**src/rtl/barrel_pkg.sv**
```systemverilog
// Shared opcodes and elaboration helpers for the pipelined barrel rotator.
package barrel_pkg;

    localparam logic [2:0] OP_PASS = 3'b000;
    localparam logic [2:0] OP_ROL  = 3'b001;
    localparam logic [2:0] OP_ROR  = 3'b010;
    localparam logic [2:0] OP_SLL  = 3'b011;
    localparam logic [2:0] OP_SRL  = 3'b100;
    localparam logic [2:0] OP_SRA  = 3'b101;

    function automatic int unsigned clog2(input int unsigned n);
        int unsigned r;
        r = 0;
        while ((32'd1 << r) < n) r++;
        return r;
    endfunction

endpackage

```
**src/rtl/shift_stage.sv**
```systemverilog
// One log2 step of the barrel network: moves data by DIST positions when en is set.
module shift_stage
    import barrel_pkg::*;
#(
    parameter int WIDTH = 8,
    parameter int DIST  = 1
) (
    input  logic [WIDTH-1:0] data,
    input  logic             en,
    input  logic [2:0]       op,
    output logic [WIDTH-1:0] result
);

    always_comb begin
        result = data;
        if (en) begin
            case (op)
                OP_ROL:  result = {data[WIDTH-DIST-1:0], data[WIDTH-1:WIDTH-DIST]};
                OP_ROR:  result = {data[DIST-1:0], data[WIDTH-1:DIST]};
                OP_SLL:  result = {data[WIDTH-DIST-1:0], {DIST{1'b0}}};
                OP_SRL:  result = {{DIST{1'b0}}, data[WIDTH-1:DIST]};
                OP_SRA:  result = {{DIST{data[WIDTH-1]}}, data[WIDTH-1:DIST]};
                default: result = data;
            endcase
        end
    end

endmodule

```
**src/rtl/barrel_rotator_pipe.sv**
```systemverilog
// Pipelined barrel shifter/rotator with per-stage or single output register
// and a valid/ready handshake that stalls the whole pipe under backpressure.
module barrel_rotator_pipe
    import barrel_pkg::*;
#(
    parameter int  WIDTH = 8,
    parameter int  PIPE  = 1,
    localparam int SW    = clog2(WIDTH)
) (
    input  logic             clk,
    input  logic             rst,
    input  logic             in_valid,
    output logic             in_ready,
    input  logic [WIDTH-1:0] in_data,
    input  logic [SW-1:0]    in_amt,
    input  logic [2:0]       in_op,
    output logic             out_valid,
    input  logic             out_ready,
    output logic [WIDTH-1:0] out_data,
    output logic             out_err,
    output logic             out_zero
);

    logic             adv;
    logic             acc;
    logic             in_err;
    logic [WIDTH-1:0] in_data_m;
    logic             fin_valid;
    logic             fin_err;
    logic [WIDTH-1:0] fin_data;

    assign adv      = !fin_valid || out_ready;
    assign in_ready = adv;
    assign acc      = in_valid && adv;
    assign in_err   = in_op[2] && in_op[1];
    // Illegal ops enter as zero; every stage leaves zero untouched.
    assign in_data_m = in_err ? '0 : in_data;

    for (genvar k = 0; k < SW; k++) begin : g_st
        logic [WIDTH-1:0] src;
        logic [WIDTH-1:0] mv;
        logic             en;
        logic [2:0]       op;

        if (k == 0) begin : g_src
            assign src = in_data_m;
            assign en  = in_amt[0];
            assign op  = in_op;
        end else if (PIPE != 0) begin : g_src
            assign src = g_st[k-1].g_reg.r_data;
            assign en  = g_st[k-1].g_reg.g_ctl.r_amt[k];
            assign op  = g_st[k-1].g_reg.g_ctl.r_op;
        end else begin : g_src
            assign src = g_st[k-1].mv;
            assign en  = in_amt[k];
            assign op  = in_op;
        end

        shift_stage #(
            .WIDTH (WIDTH),
            .DIST  (1 << k)
        ) u_stage (
            .data   (src),
            .en     (en),
            .op     (op),
            .result (mv)
        );

        if (PIPE != 0) begin : g_reg
            logic             r_valid;
            logic             r_err;
            logic [WIDTH-1:0] r_data;
            logic             v_in;
            logic             e_in;

            if (k == 0) begin : g_ve
                assign v_in = acc;
                assign e_in = in_err;
            end else begin : g_ve
                assign v_in = g_st[k-1].g_reg.r_valid;
                assign e_in = g_st[k-1].g_reg.r_err;
            end

            always_ff @(posedge clk or posedge rst) begin
                if (rst) begin
                    r_valid <= 1'b0;
                    r_err   <= 1'b0;
                    r_data  <= '0;
                end else if (adv) begin
                    r_valid <= v_in;
                    r_err   <= e_in;
                    r_data  <= mv;
                end
            end

            // Only the amount bits still to be applied travel onward; the
            // last stage needs neither amount nor opcode.
            if (k < SW - 1) begin : g_ctl
                logic [SW-1:k+1] r_amt;
                logic [2:0]      r_op;
                logic [SW-1:k+1] a_in;

                if (k == 0) begin : g_a
                    assign a_in = in_amt[SW-1:1];
                end else begin : g_a
                    assign a_in = g_st[k-1].g_reg.g_ctl.r_amt[SW-1:k+1];
                end

                always_ff @(posedge clk or posedge rst) begin
                    if (rst) begin
                        r_amt <= '0;
                        r_op  <= '0;
                    end else if (adv) begin
                        r_amt <= a_in;
                        r_op  <= op;
                    end
                end
            end
        end
    end

    if (PIPE != 0) begin : g_out
        assign fin_valid = g_st[SW-1].g_reg.r_valid;
        assign fin_err   = g_st[SW-1].g_reg.r_err;
        assign fin_data  = g_st[SW-1].g_reg.r_data;
    end else begin : g_out
        logic             r_valid;
        logic             r_err;
        logic [WIDTH-1:0] r_data;

        always_ff @(posedge clk or posedge rst) begin
            if (rst) begin
                r_valid <= 1'b0;
                r_err   <= 1'b0;
                r_data  <= '0;
            end else if (adv) begin
                r_valid <= acc;
                r_err   <= in_err;
                r_data  <= g_st[SW-1].mv;
            end
        end

        assign fin_valid = r_valid;
        assign fin_err   = r_err;
        assign fin_data  = r_data;
    end

    assign out_valid = fin_valid;
    assign out_data  = fin_data;
    assign out_err   = fin_valid && fin_err;
    assign out_zero  = fin_valid && (fin_data == '0);

endmodule

```
**config.mk**
```make
export PLATFORM = sky130hd
export DESIGN_NAME = barrel_rotator_pipe
export DESIGN_NICKNAME = d
export VERILOG_FILES = /design/src/rtl/barrel_pkg.sv /design/src/rtl/shift_stage.sv /design/src/rtl/barrel_rotator_pipe.sv
export SDC_FILE = /design/constraint.sdc
export NUM_CORES = 1
export LEC_CHECK = 0
export BUFFER_PORTS_ARGS = -buffer_cell sky130_fd_sc_hd__buf_4
export CAP_MARGIN = 20
export CORE_MARGIN = 4
export CORE_UTILIZATION = 33
export CTS_CLUSTER_SIZE = 28
export DETAILED_ROUTE_END_ITERATION = 10
export PLACE_DENSITY = 0.49
export REMOVE_ABC_BUFFERS = 1
export SLEW_MARGIN = 10
export SYNTH_ARGS = -nofsm -noshare
export SYNTH_HDL_FRONTEND = slang
export SYNTH_HIERARCHICAL = 1
export SYNTH_SLANG_ARGS = --single-unit
```
**constraint.sdc**
```tcl
create_clock -name clk -period 3.2 [get_ports clk]
set_clock_uncertainty 0.15 [all_clocks]
set_input_delay 0.8 -clock clk [delete_from_list [all_inputs] [get_ports clk]]
set_output_delay 0.8 -clock clk [all_outputs]
set_load 0.005 [all_outputs]
```
==> results of run 1 <==
[critical path, stage by stage]
cell,delay (ns)
buf_4,0.11
nand2b_4,0.27
buf_4,0.22
[stage by stage]
stage	hold slack, ns	cells	total power, mW	util [%]
after floorplan	0.285	213	1.51	-
after global placement	0.301	346	1.76	37.4
after detailed placement	0.300	346	1.77	37.4
after CTS	0.329	354	2.10	38.4
after global routing	0.357	354	2.21	38.4
final	0.326	354	2.06	38.4
[flip-flops by register name (all words and copies together) (netlist names)]
register	flops
g_st.g_reg.g_ctl.r_op	6
g_st.g_reg.r_valid	2
g_st.g_reg.r_data	16
out_data	8
fin_err	1
g_st.g_reg.r_err	2
out_valid	1
g_st.g_reg.g_ctl.r_amt	3
[layout make-up]
type | instances | share of cell area [%]
clock buffers | 7 | 2.57
repair buffers | 31 | 7.84
well taps | 102 | 4.30
multi-input cells | 161 | 50.6
clock inverters | 1 | 0.169
flip-flops and latches | 39 | 32.9
inverters | 13 | 1.64
[where the power goes]
part | switching (mW) | leakage (nW) | internal [mW]
logic | 0.300 | 0.914 | 0.579
clock network | 0.164 | 0.0422 | 0.153
registers | 0.196 | 0.469 | 0.666
total | 0.661 | 1.43 | 1.40
[synthesized netlist by cell type (all sizes together) (3+ instances only)]
master | number | area share [%]
o22ai | 6 | 1.4
nand2b | 11 | 2.9
inv | 13 | 1.9
mux2i | 9 | 3.4
dfrtp | 39 | 37
and2 | 10 | 2.4
a221o | 6 | 2.3
a21oi | 14 | 2.7
nor2 | 7 | 1.0
a211oi | 5 | 1.4
buf | 11 | 3.5
or3b | 6 | 2.0
nor4bb | 6 | 2.3
mux2 | 43 | 25
nand2 | 10 | 1.4
nor3 | 3 | 0.57
[layer usage]
metal,vias up,GRT usage [%]
li1,874,-
met1,848,14.5
met2,31,18.4
met3,5,3.16
met4,0,3.89
met5,-,0
[cells by family after synthesis]
group / after synthesis
DFF: 39
muxes: 52
AOI/OAI and AO/OA: 43
and+or+nand+nor: 66
buffers and inverters: 24
[worst min path at each step]
stage / startpoint / slack, ns / to / cells after the start
after detailed placement: g_st[1].g_reg.r_valid / 0.30 / out_valid / 1
final: g_st[1].g_reg.r_valid / 0.33 / out_valid / 1
after global placement: g_st[1].g_reg.r_valid / 0.30 / out_valid / 1
after global routing: g_st[1].g_reg.r_valid / 0.36 / out_valid / 1
after floorplan: g_st[1].g_reg.r_valid / 0.28 / out_valid / 1
after CTS: g_st[1].g_reg.r_valid / 0.33 / out_valid / 1
==> results.toml, run 1 <==
[setup_path]
startpoint = "out_ready"
r2r_end = "g_st[1].g_reg.r_data[0]"
endpoint = "in_ready"
end_kind = "output pin"
reg2reg_depth = 4
r2r_slack_ns = 1.06
cp_max_fo = 17
arrival_ns = 1.39
worst-setup-path-type = "in2out"
cp-start-kind = "input pin"
crit_required_ns = 2.25
rr_startpoint = "g_st[0].g_reg.g_ctl.r_op[2]"

[hold_path]
min_path_type = "reg2reg"

[floorplan]
die_x_microns = 97.1
row_count = 32
io_pins = 30
core_sq_um = 7730
die-area_sq_um = 9420
chipHeight_microns = 97.1
start_util_pct = 33.9

[clock_tree]
post_cts_buffers = 0
clkSinkCount = 39
cts-htree-levels = 2
cts_buffers = 5
post_cts_resized = 0
cts_buffer_depth = 2
clk_latency_ns = 0.28
cts_hold_buffers = 0
clk_pin_slew_ns = 0.07
clock-root-buffer = "clkbuf_8"
cts_tree = "done"

[layout]
fin_nets = 269
multi_input_area_sq_um = 1500
diodes = 0
final_common_cell = "mux2_4"
area_growth_pct = 13.4
nFillCells = 779
regArea_sq_um = 976
drive_gt1_share_pct = 35.7
fin_area_sq_um = 2970
final_cell_mix = "43 x mux2_4, 39 x dfrtp_1, 31 x buf_4, 14 x a21oi_1, 12 x inv_1"

[logic_synthesis]
synth-seq-cells = 39
synth_xor_area_share_pct = 0
syn_area_per_cell_sq_um = 11.7
synthAdderAreaFrac_pct = 0
synth_top_family_by_area = "multiplexers"
syn_inst = 224
synth-simple-area-share_pct = 17.2
synthMuxAreaShare_pct = 28.1
synth_flop_cell = "dfrtp_1"
synth_compound_area_share_pct = 12.1
syn_area_sq_um = 2620
synth_edf_count = 0
yosysSeqAreaShare_pct = 37.3
yosysWarnings = 6
ys_types = 41
synthArstFlopShare_pct = 100

[routing]
first_pass_iters = 4
wl_met2_microns = 2460
drtAntennaViolNets = 0
vias_per_cell = 4.97
vias = 1758
dr_wl_met3_microns = 215
drt_iter0_drc = 87
maxUsedRoutingLayer = "met4"
wl_per_cell_microns = 14.4
wl_met1_microns = 2340
wl_microns = 5080
drc = 0

[status]
status = "finished, final reports clean"

[place]
placed_area_sq_um = 2890
dp_hpwl_microns = 3660
post-place-ws_ns = 0.656
io_buffers = 29
gp_congestion = 0.840

[timing]
setup_viol_count_final = 0
post-route-min-period_ns = 2.34
fmax_mhz = 427
slew_headroom_pct = 60.9
worstMarginPinSlew_ns = 0.586
tns_ns = 0
final_max_slew_viol_count = 0
rsz0062_at_grt = "false"
layout_setup_ws_ns = 0.857
period_share_pct = 73.2
finalHoldViolations = 0

[power_and_ir_drop]
leakagePower_nw = 1.43
max-vdd-ir-drop_mv = 0.197
p_per_area_nw_per_um2 = 694

[global_route]
grt_first_pass_wirelength_microns = 8720
grt_max_degree = 40
overflow = 0
grt_pass1_vias = 1685
antenna_found_initial = 0
track_usage_pct = 11.3

[flow_run]
maxCapViolCount = 0
Note: power is estimated with default switching activity, not from simulation.
==> inputs of run 2 (changes only) <==
- clock period: 3.2 -> 2.4 ns (I/O delays scaled with it)
==> run 2 against run 1 <==
Against the previous run: non-clock buffer count increased by 4; highest routed layer unchanged; die area unchanged; critical path type is now reg2out; register-to-register slack got worse by 0.63 ns; first-iteration DRC count increased by 3.4%; largest cell class unchanged; global-route usage increased by 0.30 points.
==> results.toml, run 2 (synthesis results as in run 1) <==
[clock_tree]
clkSinkCount = 39
post_cts_resized = 0
cts_buffers = 5
cts_tree = "done"
cts-htree-levels = 2
cts_buffer_depth = 2
clk_pin_slew_ns = 0.07
clk_latency_ns = 0.29
post_cts_buffers = 0
cts_hold_buffers = 0
clock-root-buffer = "clkbuf_8"

[layout]
final_common_cell = "mux2_4"
largest_reg_flops = 16
final_cell_mix = "43 x mux2_4, 39 x dfrtp_1, 34 x buf_4, 14 x a21oi_1, 12 x inv_1"
diodes = 0
area_growth_pct = 15.7
fin_area_sq_um = 3030
fin_nets = 273
drive_gt1_share_pct = 37.1
top_register = "g_st.g_reg.r_data"

[floorplan]
die-area_sq_um = 9420
die_x_microns = 97.1
core_sq_um = 7730
row_count = 32
io_pins = 30
chipHeight_microns = 97.1
start_util_pct = 33.9

[status]
status = "finished, final reports clean"

[timing]
tns_ns = 0
fmax_mhz = 497
finalHoldViolations = 0
worstMarginPinSlew_ns = 0.499
setup_viol_count_final = 0
slew_headroom_pct = 66.7
post-route-min-period_ns = 2.01
rsz0062_at_grt = "false"
period_share_pct = 83.9
final_max_slew_viol_count = 0

[routing]
vias = 1799
vias_per_cell = 5.03
drt_iter0_drc = 90
first_pass_iters = 4
drc = 0
wl_per_cell_microns = 14.4
drtAntennaViolNets = 0
wl_microns = 5170

[setup_path]
worst-setup-path-type = "reg2out"
cp-start-kind = "register"
arrival_ns = 1.26
cp_max_fo = 3
crit_required_ns = 1.65
end_kind = "output pin"

[place]
placed_area_sq_um = 2930
dp_hpwl_microns = 3670
io_buffers = 29
gp_congestion = 0.811

[power_and_ir_drop]
leakagePower_nw = 1.46
p_per_area_nw_per_um2 = 935
max-vdd-ir-drop_mv = 0.236
finalPower_mw = 2.83

[hold_path]
min_path_type = "in2async"

[global_route]
overflow = 0
grt_pass1_vias = 1787
grt_first_pass_wirelength_microns = 9040
grt_max_degree = 40
antenna_found_initial = 0
track_usage_pct = 11.6

[flow_run]
maxCapViolCount = 0
-- run 2: cell types whose count changed in the layout (fill, tap and decap cells not counted) --
cell / previous run / this run
clkbuf_8: 5 / 7
clkbuf_1: 2 / 1
buf_12: 0 / 1
buf_4: 31 / 34
clkinv_2: 1 / 0
-- run 2: layer usage --
| metal | track usage, % | up-vias | wire, microns |
|---|---|---|---|
| met4 | 3.67 | 0 | 72 |
| li1 | - | 883 | - |
| met5 | 0 | - | 0 |
| met1 | 14.6 | 854 | 2360 |
| met2 | 19.6 | 54 | 2440 |
| met3 | 2.94 | 8 | 294 |
-- run 2: power breakdown --
part           switching [mW]  internal, mW  leakage [nW]
registers               0.238         0.888         0.469
logic                   0.424         0.792         0.939
clock network           0.227         0.262        0.0515
total                   0.890          1.94          1.46
-- run 2: area by class of cell --
type / instances / area [sq um]
tap: 102 / 128
timing repair buffer: 35 / 275
inverter: 13 / 48.8
fill: 750 / 4700
sequential: 39 / 976
multi-input combinational: 161 / 1500
clock buffer: 8 / 100
-- run 2: final timing paths --
kind	start	endpoint	slack, ns	cells after the start
max	out_data[3]	out_zero	0.39	3
min	rst	g_st[0].g_reg.g_ctl.r_amt[2]	0.28	3
max reg2reg	g_st[0].g_reg.g_ctl.r_op[1]	g_st[1].g_reg.r_data[2]	0.43	4
min reg2reg	g_st[1].g_reg.r_valid	out_valid	0.32	1
max in group asynchronous	rst	g_st[0].g_reg.r_data[3]	1.47	3
min in group clk	g_st[1].g_reg.r_valid	out_valid	0.32	1
-- run 2: metrics by stage --
stage	util [%]	hold WS, ns	std cells	worst slack (ns)
after detailed placement	37.9	0.304	350	0.140
after floorplan	-	0.285	213	0.428
after global routing	39.2	0.334	358	0.270
final	39.2	0.282	358	0.387
after CTS	39.2	0.294	358	0.369
after global placement	37.9	0.301	350	0.155
-- run 2: critical path: stages, from the launching register on --
cell	delay, ns
dfrtp_1	0.41
nor4_1	0.25
and4b_1	0.21
buf_4	0.10
==> inputs of run 3 (changes only) <==
- ABC_AREA: unset -> 1
- clock period: 2.4 -> 1.9 ns (I/O delays scaled with it)
==> run 3 against run 2 <==
Against the previous run: setup slack got worse by 0.29 ns; synthesized cell count up 64%; global-route usage rose by 2.7 points; clock power rose by 66%; non-clock buffer count grew 1; combinational power increased by 22%; via count up 28%; largest power group unchanged.
==> results.toml, run 3 <==
[status]
status = "finished, final reports clean"

[floorplan]
row_count = 31
core_sq_um = 7290
io_pins = 30
start_util_pct = 34.0
die-area_sq_um = 8950
chipHeight_microns = 94.6
die_x_microns = 94.6

[logic_synthesis]
syn_area_per_cell_sq_um = 6.75
ys_types = 21
syn_inst = 367
yosysSeqAreaShare_pct = 39.4
yosysWarnings = 6
synth_most_common_cell = "nand2_1"
synth_flop_cell = "dfrtp_1"
synth_area_leaders = "dfrtp_1 39%, nand2_1 21%, nand3_1 9.9%"
post-synth-top-area-cell = "dfrtp_1"
syn_area_sq_um = 2480
synth-seq-cells = 39
synthArstFlopShare_pct = 100
synth_top_area_share_pct = 39.4
synthTopCellsByCount = "138 x nand2_1, 64 x nor2_1, 49 x nand3_1, 39 x dfrtp_1, 24 x inv_1"
synth_edf_count = 0

[place]
dp_hpwl_microns = 4160
gp_congestion = 0.841
dp_cells = 490
io_buffers = 29

[setup_path]
end_kind = "output pin"
path_cells = "nand3_1 > nor2_1 > buf_4"
cp-start-kind = "register"
cp_max_fo = 7
cpPeakStageDelay_ns = 0.55
arrival_ns = 1.18
cp_slowest_cell = "dfrtp_1"
worst-setup-path-type = "reg2out"
crit_required_ns = 1.27
reg2reg_depth = 9

[routing]
vias = 2299
first_pass_iters = 4
drtAntennaViolNets = 0
wl_per_cell_microns = 11.6
drt_iter0_drc = 119
vias_per_cell = 4.62
wl_microns = 5750
drc = 0

[layout]
area_growth_pct = 15.8
drive_gt1_share_pct = 15.3
fin_nets = 416
nFillCells = 818
fin_util_pct = 39.3
regArea_sq_um = 976
top_register = "g_st.g_reg.r_data"
final_common_cell = "nand2_1"
multi_input_area_sq_um = 1240
largest_reg_flops = 16
final_cell_mix = "138 x nand2_1, 64 x nor2_1, 49 x nand3_1, 39 x dfrtp_1, 36 x buf_4"
final_cells = 498
diodes = 0

[global_route]
overflow = 0
grt_max_degree = 43
antenna_found_initial = 0
track_usage_pct = 14.4
grt_first_pass_wirelength_microns = 10500
grt_pass1_vias = 2347

[flow_run]
maxCapViolCount = 0

[clock_tree]
cts_buffers = 5
clkSinkCount = 39
clk_pin_slew_ns = 0.08
post_cts_buffers = 0
clock-root-buffer = "clkbuf_8"
clk_latency_ns = 0.29
cts_buffer_depth = 2
cts_hold_buffers = 0
post_cts_resized = 0
cts_tree = "done"
cts-htree-levels = 2

[power_and_ir_drop]
leakagePower_nw = 1.62
p_per_area_nw_per_um2 = 1310
max-vdd-ir-drop_mv = 0.364

[timing]
slew_headroom_pct = 66.3
rsz0062_at_grt = "false"
final_max_slew_viol_count = 0
post-route-min-period_ns = 1.80
tns_ns = 0
fmax_mhz = 555
setup_viol_count_final = 0
finalHoldViolations = 0
period_share_pct = 94.8
worstMarginPinSlew_ns = 0.505

[hold_path]
min_path_type = "in2async"
run 3: cell count changes after synthesis, sizes merged, moves of 9 or more:
cell	delta
nand4	+9
nor2	+57
mux2i	-9
inv	+17
nand2b	-11
nand3	+50
mux2	-43
and2	-10
nand2	+137
run 3: worst paths after layout:
check | to | slack, ns | from
worst min-delay path | g_st[1].g_reg.r_valid | 0.16 | rst
worst min register to register | out_valid | 0.31 | g_st[1].g_reg.r_valid
max in group asynchronous | g_st[1].g_reg.g_ctl.r_op[1] | 1.09 | rst
worst max register to register | g_st[1].g_reg.r_data[2] | 0.33 | g_st[0].g_reg.g_ctl.r_op[2]
min in group clk | g_st[0].g_reg.g_ctl.r_amt[2] | 0.23 | in_amt[2]
worst max-delay path | out_zero | 0.1 | out_valid
run 3: final cells by class:
cell class / count / share of cell area, %
multi-input cells: 285 / 43.3
flip-flops and latches: 39 / 34.0
repair buffers: 36 / 9.43
well taps: 99 / 4.32
inverters: 31 / 4.23
clock buffers: 6 / 2.53
clock inverters: 2 / 2.10
run 3: per-layer routing:
layer / GRT usage [%] / wire length, microns / vias up
met2: 26.7 / 2950 / 42
met4: 4.57 / 76 / 0
met5: 0 / 0 / -
met1: 16.6 / 2490 / 1040
li1: - / - / 1212
met3: 2.47 / 234 / 5
run 3: cell families after synthesis:
kind of cell | Yosys count | share of synthesized area, %
AO/OA/AOI/OAI | 14 | 2.98
buffers and inverters | 43 | 10.4
flip-flops | 39 | 39.4
AND/OR/NAND/NOR | 271 | 47.2
run 3: power breakdown:
part / leakage, nW / switching (mW) / internal, mW
Sequential: 0.480 / 0.314 / 1.13
Combinational: 1.07 / 0.876 / 0.612
Clock: 0.0654 / 0.286 / 0.525
run 3: worst max-delay path: cells and delay by family, from the launching register on:
family                 cells  cell delay (ns)
AND/OR/NAND/NOR            2             0.23
buffers and inverters      1             0.11
flip-flops                 1             0.55
run 3: through the flow:
stage / worst slack [ns] / hold slack, ns / power (mW) / cell area [sq um]
floorplan: 0.00441 / 0.273 / 2.41 / 2340
global placement: 0.0734 / 0.284 / 2.96 / 2730
detailed placement: 0.0989 / 0.292 / 2.97 / 2730
CTS: 0.0642 / 0.166 / 3.81 / 2870
global route: 0.00734 / 0.201 / 4.14 / 2870
finish: 0.0987 / 0.156 / 3.75 / 2870
